**config.mk**
```make
export PLATFORM = sky130hd
export DESIGN_NAME = match_event_counter
export DESIGN_NICKNAME = d
export VERILOG_FILES = /design/src/rtl/match_event_counter_pkg.sv /design/src/rtl/match_event_counter_rise_edge_det.sv /design/src/rtl/match_event_counter.sv
export SDC_FILE = /design/constraint.sdc
export NUM_CORES = 1
export LEC_CHECK = 0
export CAP_MARGIN = 40
export CORE_ASPECT_RATIO = 1.1
export CORE_MARGIN = 5
export CORE_UTILIZATION = 43
export CTS_CLUSTER_DIAMETER = 200
export DETAILED_ROUTE_END_ITERATION = 12
export PLACE_DENSITY = 0.77
export SLEW_MARGIN = 20
export SYNTH_ARGS = -nofsm -noshare
export SYNTH_HDL_FRONTEND = slang
export SYNTH_SLANG_ARGS = --single-unit
```
**constraint.sdc**
```tcl
create_clock -name clk -period 1.85 [get_ports clk]
set_input_delay 0.37 -clock clk [delete_from_list [all_inputs] [get_ports clk]]
set_output_delay 0.37 -clock clk [all_outputs]
set_load 0.05 [all_outputs]
```
**src/rtl/match_event_counter_pkg.sv**
```systemverilog
// Shared constants and read-FSM state encoding for match_event_counter.
package match_event_counter_pkg;

    localparam int unsigned CNT_W_DEFAULT = 8;

    typedef enum logic {
        R_IDLE = 1'b0,
        R_ACK  = 1'b1
    } rd_state_e;

endpackage

```
**src/rtl/match_event_counter_rise_edge_det.sv**
```systemverilog
// Rising-edge detector on the detector's ans level; emits a one-cycle event when enabled.
module match_event_counter_rise_edge_det (
    input  logic clk,
    input  logic reset,
    input  logic ans_in,
    input  logic en,
    output logic evt
);

    logic r_ans_q;

    // ans_q tracks ans_in regardless of en, so enabling mid-high never fakes an edge.
    always_ff @(posedge clk) begin
        if (reset) begin
            r_ans_q <= 1'b0;
        end else begin
            r_ans_q <= ans_in;
        end
    end

    assign evt = ans_in & ~r_ans_q & en & ~reset;

endmodule

```
**src/rtl/match_event_counter.sv**
```systemverilog
// Saturating match-event counter with four-phase clear-on-read host handshake.
// Optional run-length tracking on max_run is built when MATCH_RUNLEN_EN is defined.
module match_event_counter
    import match_event_counter_pkg::*;
#(
    parameter int unsigned CNT_W = CNT_W_DEFAULT
) (
    input  logic             clk,
    input  logic             reset,
    input  logic             ans_in,
    input  logic             en,
    input  logic             rd_req,
    output logic             rd_ack,
    output logic [CNT_W-1:0] rd_count,
    output logic             rd_ovf,
    output logic [CNT_W-1:0] count_live,
    output logic [CNT_W-1:0] max_run
);

    localparam logic [CNT_W-1:0] CNT_MAX = '1;

    logic             w_evt;
    logic             w_snap;
    rd_state_e        r_state;
    rd_state_e        w_state_d;
    logic [CNT_W-1:0] r_count;
    logic [CNT_W-1:0] w_count_d;
    logic             r_ovf;
    logic             w_ovf_d;
    logic [CNT_W-1:0] r_rd_count;
    logic             r_rd_ovf;

    match_event_counter_rise_edge_det u_edge (
        .clk    (clk),
        .reset  (reset),
        .ans_in (ans_in),
        .en     (en),
        .evt    (w_evt)
    );

    // Read FSM: state register
    always_ff @(posedge clk) begin
        if (reset) begin
            r_state <= R_IDLE;
        end else begin
            r_state <= w_state_d;
        end
    end

    // Read FSM: next state
    always_comb begin
        w_state_d = r_state;
        unique case (r_state)
            R_IDLE:  if (rd_req)  w_state_d = R_ACK;
            R_ACK:   if (!rd_req) w_state_d = R_IDLE;
            default: w_state_d = R_IDLE;
        endcase
    end

    // Read FSM: outputs
    always_comb begin
        rd_ack = (r_state == R_ACK);
        w_snap = (r_state == R_IDLE) && rd_req;
    end

    // A snapshot clears the counter, but a coincident event survives as count=1.
    always_comb begin
        w_count_d = r_count;
        w_ovf_d   = r_ovf;
        if (w_snap) begin
            w_count_d = w_evt ? CNT_W'(1) : '0;
            w_ovf_d   = 1'b0;
        end else if (w_evt) begin
            if (r_count == CNT_MAX) begin
                w_ovf_d = 1'b1;
            end else begin
                w_count_d = r_count + CNT_W'(1);
            end
        end
    end

    always_ff @(posedge clk) begin
        if (reset) begin
            r_count    <= '0;
            r_ovf      <= 1'b0;
            r_rd_count <= '0;
            r_rd_ovf   <= 1'b0;
        end else begin
            r_count <= w_count_d;
            r_ovf   <= w_ovf_d;
            if (w_snap) begin
                r_rd_count <= r_count;
                r_rd_ovf   <= r_ovf;
            end
        end
    end

    assign count_live = r_count;
    assign rd_count   = r_rd_count;
    assign rd_ovf     = r_rd_ovf;

`ifdef MATCH_RUNLEN_EN
    logic [CNT_W-1:0] r_run;
    logic [CNT_W-1:0] w_run_d;
    logic [CNT_W-1:0] r_maxr;
    logic [CNT_W-1:0] w_maxr_d;
    logic [CNT_W-1:0] r_max_run;

    // On a snapshot, maxr restarts from the run in progress (0 if ans_in is low).
    always_comb begin
        w_run_d = '0;
        if (ans_in) begin
            w_run_d = (r_run == CNT_MAX) ? r_run : r_run + CNT_W'(1);
        end
        w_maxr_d = (w_run_d > r_maxr) ? w_run_d : r_maxr;
        if (w_snap) begin
            w_maxr_d = w_run_d;
        end
    end

    always_ff @(posedge clk) begin
        if (reset) begin
            r_run     <= '0;
            r_maxr    <= '0;
            r_max_run <= '0;
        end else begin
            r_run  <= w_run_d;
            r_maxr <= w_maxr_d;
            if (w_snap) begin
                r_max_run <= r_maxr;
            end
        end
    end

    assign max_run = r_max_run;
`else
    assign max_run = '0;
`endif

endmodule

```
* Word-level counts from Yosys, hierarchy flattened
Index checks and enable logic that the tools add are counted.
** Operators by class
- Bitwise operators :: 6
- Multiply operators :: 0
- Div/mod/pow operators :: 0
- Magnitude comparators :: 0
- Eq/ne operators :: 2
- Shifts and indexed selects :: 0
- Add/subtract/negate cells :: 1
- Reduce and logical (&&, ||, !) cells :: 5
- Muxes and demuxes :: 5
** Operator list (count)
- two-way mux 8 bit :: 3
- adder 8 x 1 -> 8 bit (second input constant) :: 1
- equality test 8 bit (second input constant) :: 1
- AND reduction 2 bit :: 2
- AND 1 bit :: 3
- NOT 1 bit :: 3
- two-way mux 1 bit :: 2
- != test 2 bit (second input constant) :: 1
- nonzero test 2 bit :: 1
- OR reduction 2 bit :: 1
- logical AND 1 bit :: 1
** Word-level totals
- Bits in registers :: 20
- Output and inout bits :: 26
- Memories kept :: 0
- Bits in writable memories :: 0
- Logic and storage cells :: 25
- Latch bits :: 0
- Bits in read-only memories :: 0
- Input port bits :: 5

* Depth between registers and ports, before layout
Gate-level depths: netlist of the first run.
- Depth in word-level cells :: 6
- Mapped depth :: 5
- Depth with buffers taken out :: 5

* Modules after synthesis
Synthesis of the first run repeated with hierarchy kept, for this count alone.
** Unflattened totals
- Cell total of the unflattened synthesis :: 110
- Area total of the unflattened synthesis :: 935.9 µm²
** Modules (own cells, without submodules)
- match_event_counter :: cells each 107, area each 894.6 µm², sequential area each 380.4 µm², times used 1
- match_event_counter_rise_edge_det :: cells each 3, area each 41.3 µm², sequential area each 20.0 µm², times used 1

* Worst setup path before layout of the first run
Ideal clock, no wire load.
- Path type :: register to register
- Start :: register r_count[0], in the netlist count_live[0]
- End :: register r_count[1], in the netlist count_live[1]
- Period minus slack after synthesis :: 1.867 ns
- Arrival :: 1.743 ns
- Cell stages (with the launch flop) :: 6
- Path buffers :: 0
- Path slack :: -0.017 ns
- Setup time :: 0.124 ns
- Data required time :: 1.726 ns
- Path through :: dfxtp_1 -> ha_1 -> nand4_1 -> o21ai_1 -> mux2i_1 -> nor2_1
** On the way
- Cells in the longest elaborated chain, start to end :: 4
- Elaborated cells on any way between the ends :: 7
- Classes of those cells :: add/sub: 1; eq/ne: 2; mux: 3; reduce/logical: 1
** RTL lines
- from (decl) :: RTL line match_event_counter.sv:26 : logic [CNT_W-1:0] r_count;
- from (signal assigned) :: RTL line match_event_counter.sv:89 : r_count <= w_count_d;
- adder 8 x 1 -> 8 bit :: RTL line match_event_counter.sv:77 : w_count_d = r_count + CNT_W'(1);
- two-way mux 8 bit :: RTL line match_event_counter.sv:74 : if (r_count == CNT_MAX) begin
- two-way mux 8 bit :: RTL line match_event_counter.sv:73 : end else if (w_evt) begin
- two-way mux 8 bit :: RTL line match_event_counter.sv:70 : if (w_snap) begin
Several ways; a longest one is shown, not always the timed one. The select of a mux whose other input is x is not followed.
A chain may end at the register's enable or synchronous reset.

* Worst setup path in the final report of the first run
Ends and elaborated chain as after synthesis.

==> out/metrics.yaml, run 1 <==
worst-path-buf-inv: 1
grt.total_usage: 0.139
crit_slowest_cell: "sky130_fd_sc_hd__dfxtp_2"
ys_warn_count: 0
clockRootBuffer: "sky130_fd_sc_hd__clkbuf_4"
worst_ir_drop_on_vdd_v: 0.000405
synth.most_common_cell: "sky130_fd_sc_hd__nand2_1"
unrepaired_setup_endpoints_after_global_routing: "false"
finish.net_count: 136
syn-mean-instance-area_sq_um: 8.66
fp.dieH_um: 57.1
synth.area.top_cells: "sky130_fd_sc_hd__dfxtp_1 46%, sky130_fd_sc_hd__nand2_1 9.1%, sky130_fd_sc_hd__buf_4 6.9%"
synth_xor_area_frac: 0.0303
arrival_time_reported_for_the_critical_path_endpoint_ps: 1810
cp-end-kind: "flop"
detail_route.wirelength_um: 1900
routabilityCongestion: 0.779
finalSetupViolations: 0
initialDrtViolationCount: 10
initial_utilization: 0.442
port-buffer-count: 22
power_density_nw_per_um2: 787
hold_buffers: 0
final.setup.tns_ps: 0
synth_enable_flop_cells: 0
core_region_area_sq_um: 1960
worst_slew_margin_rel: 0.664
final_min_period_over_clock_period: 0.863
drt-wirelength-per-cell_um: 12.1
synth-seq-cells: 20
postSynthCellCount: 100
number_of_levels_in_the_clock_h_tree: 1
area_growth_syn_to_layout_pct: 33.2
hold_class: "reg2reg"
grt_overflow: 0
crit_path_start_kind: "flop"
transition_time_of_the_tightest_slew_check_pin_ps: 503
dp_cells: 153
vias_in_the_first_global_route: 728
cpPeakStageDelay_ps: 410
yosys.cell_types.count: 28
ioPinCount: 31
final_antenna_net_count: 0
detailedRoute.firstPassIterationCount: 4
critPathMaxFanout: 7
antenna_cells: 0
layout_min_cycle_time_ps: 1600
post_synth_and_or_nand_nor_area_fraction: 0.244
max_freq_mhz: 626
p_leak_nw: 0.496
final-max-slew-violation-count: 0
timing.final.hold_violations: 0
floorplan.die.width_um: 52.8
detailedPlacementHpwl_um: 1380
route.detailed.vias_per_inst: 5.01
outcome: "complete, no violations"
synthArstFlopShare: 0
rows: 17
dominant_combinational_cell_family_by_area_after_synthesis: "simple AND/OR/NAND/NOR gates"
cts_num_sinks: 20
synth-compound-area-share: 0.142
grt_first_pass_wirelength_um: 3170
cp_cell_sequence: "ha_1 > nand4_1 > o21ai_1 > buf_4 > mux2i_1 > nor2_1"
cts_made_buffers: 3
synth.cell_area_sq_um: 866
top_cell_type_by_total_area_after_synthesis: "sky130_fd_sc_hd__dfxtp_1"
finClkSkew_ps: 3.17
path_class: "reg2reg"
maximum_number_of_pins_on_one_net_before_global_route_repair: 15
multiplexer_share_of_the_synthesized_area: 0.0116
synthDominantCellAreaShare: 0.462
worst-endpoint-required_ps: 2060
fp.dieArea_sq_um: 3010
clkTransAtPathRegs_ps: 110
route.vias.total: 786
drc: 0
fin_cells: 157
initial_antenna_violation_count: 0
netlist_top_cells_count: "21 x sky130_fd_sc_hd__nand2_1, 20 x sky130_fd_sc_hd__dfxtp_1, 10 x sky130_fd_sc_hd__a21oi_1, 8 x sky130_fd_sc_hd__buf_4, 6 x sky130_fd_sc_hd__nor2_1"
clockBufferDepth: 2
timing.max_cap.violations: 0
clk-insertion-delay-late_ps: 310
synth-seq-area-share: 0.462
synth-main-ff-cell: "sky130_fd_sc_hd__dfxtp_1"
critPathTopFamily: "flip-flops"
layout-drive-gt1-share: 0.248
tritoncts: "built"
post_synth_fa_ha_maj_area_fraction: 0.0145
[worst register-to-register path, cell delays in order (launching register included)]
cell,delay (ps)
sky130_fd_sc_hd__dfxtp_2,410
sky130_fd_sc_hd__ha_1,220
sky130_fd_sc_hd__nand4_1,220
sky130_fd_sc_hd__o21ai_1,290
sky130_fd_sc_hd__buf_4,160
sky130_fd_sc_hd__mux2i_1,160
sky130_fd_sc_hd__nor2_1,50
[stage by stage]
step                total power [mW]  hold WS [ps]  area [sq um]   util  worst slack, ps
floorplan                      0.537           432           895      -              145
global placement               0.554           440          1100  0.561             61.9
detailed placement             0.556           449          1100  0.561             5.56
CTS                            0.917           466          1150  0.587             6.54
global route                   0.946           497          1150  0.590              126
finish                         0.908           459          1150  0.590              254
[placed cells by master (no fill, tap or decap), drive strengths merged, types with 3 or more instances in the layout]
master         netlist  final
buf                  9     23
nand2               21     21
dfxtp               20     20
a21oi               10     10
conb                 1      8
nor2                 6      6
nor2b                4      4
clkdlybuf4s50        0      4
o211ai               3      3
clkbuf               3      3
[report_power, final]
part	total [mW]	switching, mW	internal [mW]
registers	0.441	0.00511	0.436
clock network	0.361	0.142	0.219
logic	0.106	0.0764	0.0295
total	0.908	0.224	0.685
[metal layers]
metal / vias to the layer above / part of all wire / wire, um / GRT usage
met1: 372 / 0.41 / 775 / 0.158
met4: 0 / 0.024 / 45 / 0.0876
met2: 23 / 0.51 / 970 / 0.239
met3: 4 / 0.056 / 106 / 0.0183
met5: - / 0 / 0 / 0
li1: 387 / - / - / -
[logic make-up (layout without fill, tap and decap cells)]
| kind of cell | after synthesis | count (layout) |
|---|---|---|
| flops | 20 | 20 |
| buf+inv | 13 | 35 |
| simple gates | 42 | 42 |
| fa+ha+maj | 1 | 1 |
| xor+xnor | 3 | 3 |
| mux | 1 | 1 |
| other cells | 1 | 8 |
| compound gates | 19 | 19 |
[state kept, by name (all words and copies together) (netlist names)]
name,flops
rd_ack,1
r_ovf,1
rd_ovf,1
rd_count,8
u_edge.r_ans_q,1
count_live,8
[path summary, 6_finish.rpt]
kind                                              endpoint  cells past startpoint  slack, ps                  startpoint
worst min-delay path              rd_count[3]$_SDFFE_PP0P_                      2        460    rd_count[3]$_SDFFE_PP0P_
worst max-delay path            count_live[1]$_SDFFE_PP0P_                      6        250  count_live[0]$_SDFFE_PP0P_
worst max register to register  count_live[1]$_SDFFE_PP0P_                      6        250  count_live[0]$_SDFFE_PP0P_
worst min register to register    rd_count[3]$_SDFFE_PP0P_                      2        460    rd_count[3]$_SDFFE_PP0P_
[cell type report]
type / count / area, sq um
clock buffer: 3 / 22.5
inverter: 1 / 3.75
sequential: 20 / 403
fill: 186 / 803
multi-input combinational: 74 / 413
timing repair buffer: 30 / 246
tap: 28 / 35.0
clock inverter: 1 / 30.0
[repair_timing]
item / in CTS / in global routing
resized for setup: 1 / 2
endpoints found under the setup margin: 1 / 2
setup buffers: 0 / 0
No activity file was read; power rests on OpenSTA's default activity.
==> run 2, diff against run 1 <==
--- a/config.mk
+++ b/config.mk
@@ -8,10 +8,10 @@
 export CAP_MARGIN = 40
 export CORE_ASPECT_RATIO = 1.1
 export CORE_MARGIN = 5
-export CORE_UTILIZATION = 43
+export CORE_UTILIZATION = 40
 export CTS_CLUSTER_DIAMETER = 200
 export DETAILED_ROUTE_END_ITERATION = 12
-export PLACE_DENSITY = 0.77
+export PLACE_DENSITY = 0.73
 export SLEW_MARGIN = 20
 export SYNTH_ARGS = -nofsm -noshare
 export SYNTH_HDL_FRONTEND = slang
==> out/metrics.yaml, run 2 (synthesized netlist as in run 1, its figures left out) <==
worst_ir_drop_on_vdd_v: 0.000545  # +35%
fp.dieH_um: 58.8  # +3.0%
cts_num_sinks: 20  # unchanged
total_power_uw: 891  # -1.9%
routabilityCongestion: 0.727  # -6.6%
outcome: "complete, no violations"
dr_wl_met2_um: 936  # -3.5%
vias_in_the_first_global_route: 670  # -8.0%
clkTransAtPathRegs_ps: 110  # about the same
arrival_time_reported_for_the_critical_path_endpoint_ps: 1780  # -30 ps
hold_class: "reg2reg"
grt.total_usage: 0.123  # -0.0161
final_util: 0.559  # -0.0301
clockRootBuffer: "sky130_fd_sc_hd__clkbuf_4"
final-max-slew-violation-count: 0  # unchanged
rows: 17  # unchanged
worst_slew_margin_rel: 0.660  # -0.00427
maximum_number_of_pins_on_one_net_before_global_route_repair: 15  # unchanged
floorplan.die.width_um: 54.4  # +3.0%
detailedRoute.firstPassIterationCount: 4  # unchanged
cts_setup_buffers: 0  # unchanged
detailedPlacementHpwl_um: 1390  # +0.66%
initialDrtViolationCount: 5  # -5
transition_time_of_the_tightest_slew_check_pin_ps: 509  # +6.39 ps
fp.dieArea_sq_um: 3200  # +6.1%
layout_common_cells: "21 x sky130_fd_sc_hd__nand2_1, 21 x sky130_fd_sc_hd__buf_4, 18 x sky130_fd_sc_hd__dfxtp_1, 10 x sky130_fd_sc_hd__a21oi_1, 8 x sky130_fd_sc_hd__conb_1"
ioPinCount: 31  # unchanged
cp-end-kind: "flop"
p_leak_nw: 0.500  # +0.86%
final_antenna_net_count: 0  # unchanged
max_freq_mhz: 647  # +3.3%
port-buffer-count: 22  # unchanged
detail_route.wirelength_um: 1800  # -5.4%
clk-insertion-delay-late_ps: 290  # -20 ps
critPathMaxFanout: 7  # unchanged
path_class: "in2reg"
timing.max_cap.violations: 0  # unchanged
wl_met1_um: 724  # -6.6%
dpl-instance-area_sq_um: 1080  # -1.4%
power_density_nw_per_um2: 780  # -0.98%
post-route-cell-area_sq_um: 1140  # -0.98%
hold_buffers: 0  # unchanged
cts_made_buffers: 3  # unchanged
area_growth_syn_to_layout_pct: 31.9
layout_min_cycle_time_ps: 1540  # -51.4 ps
drc: 0  # unchanged
tritoncts: "built"
route.met3.wl_um: 106  # unchanged
initial_antenna_violation_count: 0  # unchanged
layout-drive-gt1-share: 0.236  # -0.0118
crit_path_start_kind: "input port"
antenna_cells: 0  # unchanged
worst-endpoint-required_ps: 2080  # +20 ps
initial_utilization: 0.424  # -0.0184
core_region_area_sq_um: 2040  # +4.3%
finalSetupViolations: 0  # unchanged
worst_hold_slack_ps: 458  # -0.636 ps
unrepaired_setup_endpoints_after_global_routing: "false"
finClkSkew_ps: 6.20  # +3.03 ps
clockBufferDepth: 2  # unchanged
route.vias.total: 744  # -5.3%
number_of_levels_in_the_clock_h_tree: 1  # unchanged
grt_first_pass_wirelength_um: 2950  # -7.0%
timing.final.hold_violations: 0  # unchanged
topRoutingLayerUsed: "met4"
final_min_period_over_clock_period: 0.835  # -0.0278
finish.net_count: 134  # -1.5%
grt_overflow: 0  # unchanged
route.detailed.vias_per_inst: 4.80  # -4.1%
drt-wirelength-per-cell_um: 11.6  # -4.2%
run 2: cell types whose count changed in the layout (fill, tap and decap cells not counted):
cell / delta
sky130_fd_sc_hd__buf_4: -2
sky130_fd_sc_hd__dlygate4sd2_1: -1
sky130_fd_sc_hd__dlymetal6s2s_1: +1
run 2: report_power, final:
group / switching (mW) / total, mW / internal [mW]
combinational: 0.0757 / 0.103 / 0.0277
sequential: 0.00530 / 0.441 / 0.436
clock: 0.127 / 0.346 / 0.219
run 2: timing repair:
| item | 4_1_cts | 5_1_grt |
|---|---|---|
| endpoints found under the hold margin | 0 | 0 |
| setup endpoints to repair | 0 | 3 |
| resized for setup | 0 | 3 |
run 2: critical path, cell delays in order:
cell                              delay [ps]
sky130_fd_sc_hd__clkdlybuf4s50_1         410
sky130_fd_sc_hd__and4bb_2                390
sky130_fd_sc_hd__o2111ai_2               150
sky130_fd_sc_hd__or3_1                   330
sky130_fd_sc_hd__a21oi_1                 140
run 2: final cells by class:
type / instances / area (sq um)
multi-input cells: 74 / 413
repair buffers: 28 / 235
well taps: 28 / 35.0
fillers: 202 / 900
clock buffers: 3 / 22.5
inverters: 1 / 3.75
clock inverters: 1 / 30.0
flip-flops and latches: 20 / 403
run 2: stage by stage:
step	std cells	setup slack, ps	setup TNS, ps
floorplan	107	145	0
global placement	151	41.7	0
detailed placement	151	-2.56	-2.56
CTS	155	14.2	0
global route	155	170	0
finish	155	305	0
run 2: per-layer routing:
metal	track usage	vias to the layer above
met3	0.0177	2
met4	0.0534	0
met5	0	-
met1	0.147	343
met2	0.214	17
li1	-	382
run 2: final timing paths:
path                               from                    endpoint  slack, ps  depth (start not counted)
max                               reset  count_live[7]$_SDFFE_PP0P_        310                          5
min            rd_count[1]$_SDFFE_PP0P_    rd_count[1]$_SDFFE_PP0P_        460                          2
max reg2reg  count_live[0]$_SDFFE_PP0P_  count_live[1]$_SDFFE_PP0P_        320                          6
min reg2reg    rd_count[1]$_SDFFE_PP0P_    rd_count[1]$_SDFFE_PP0P_        460                          2
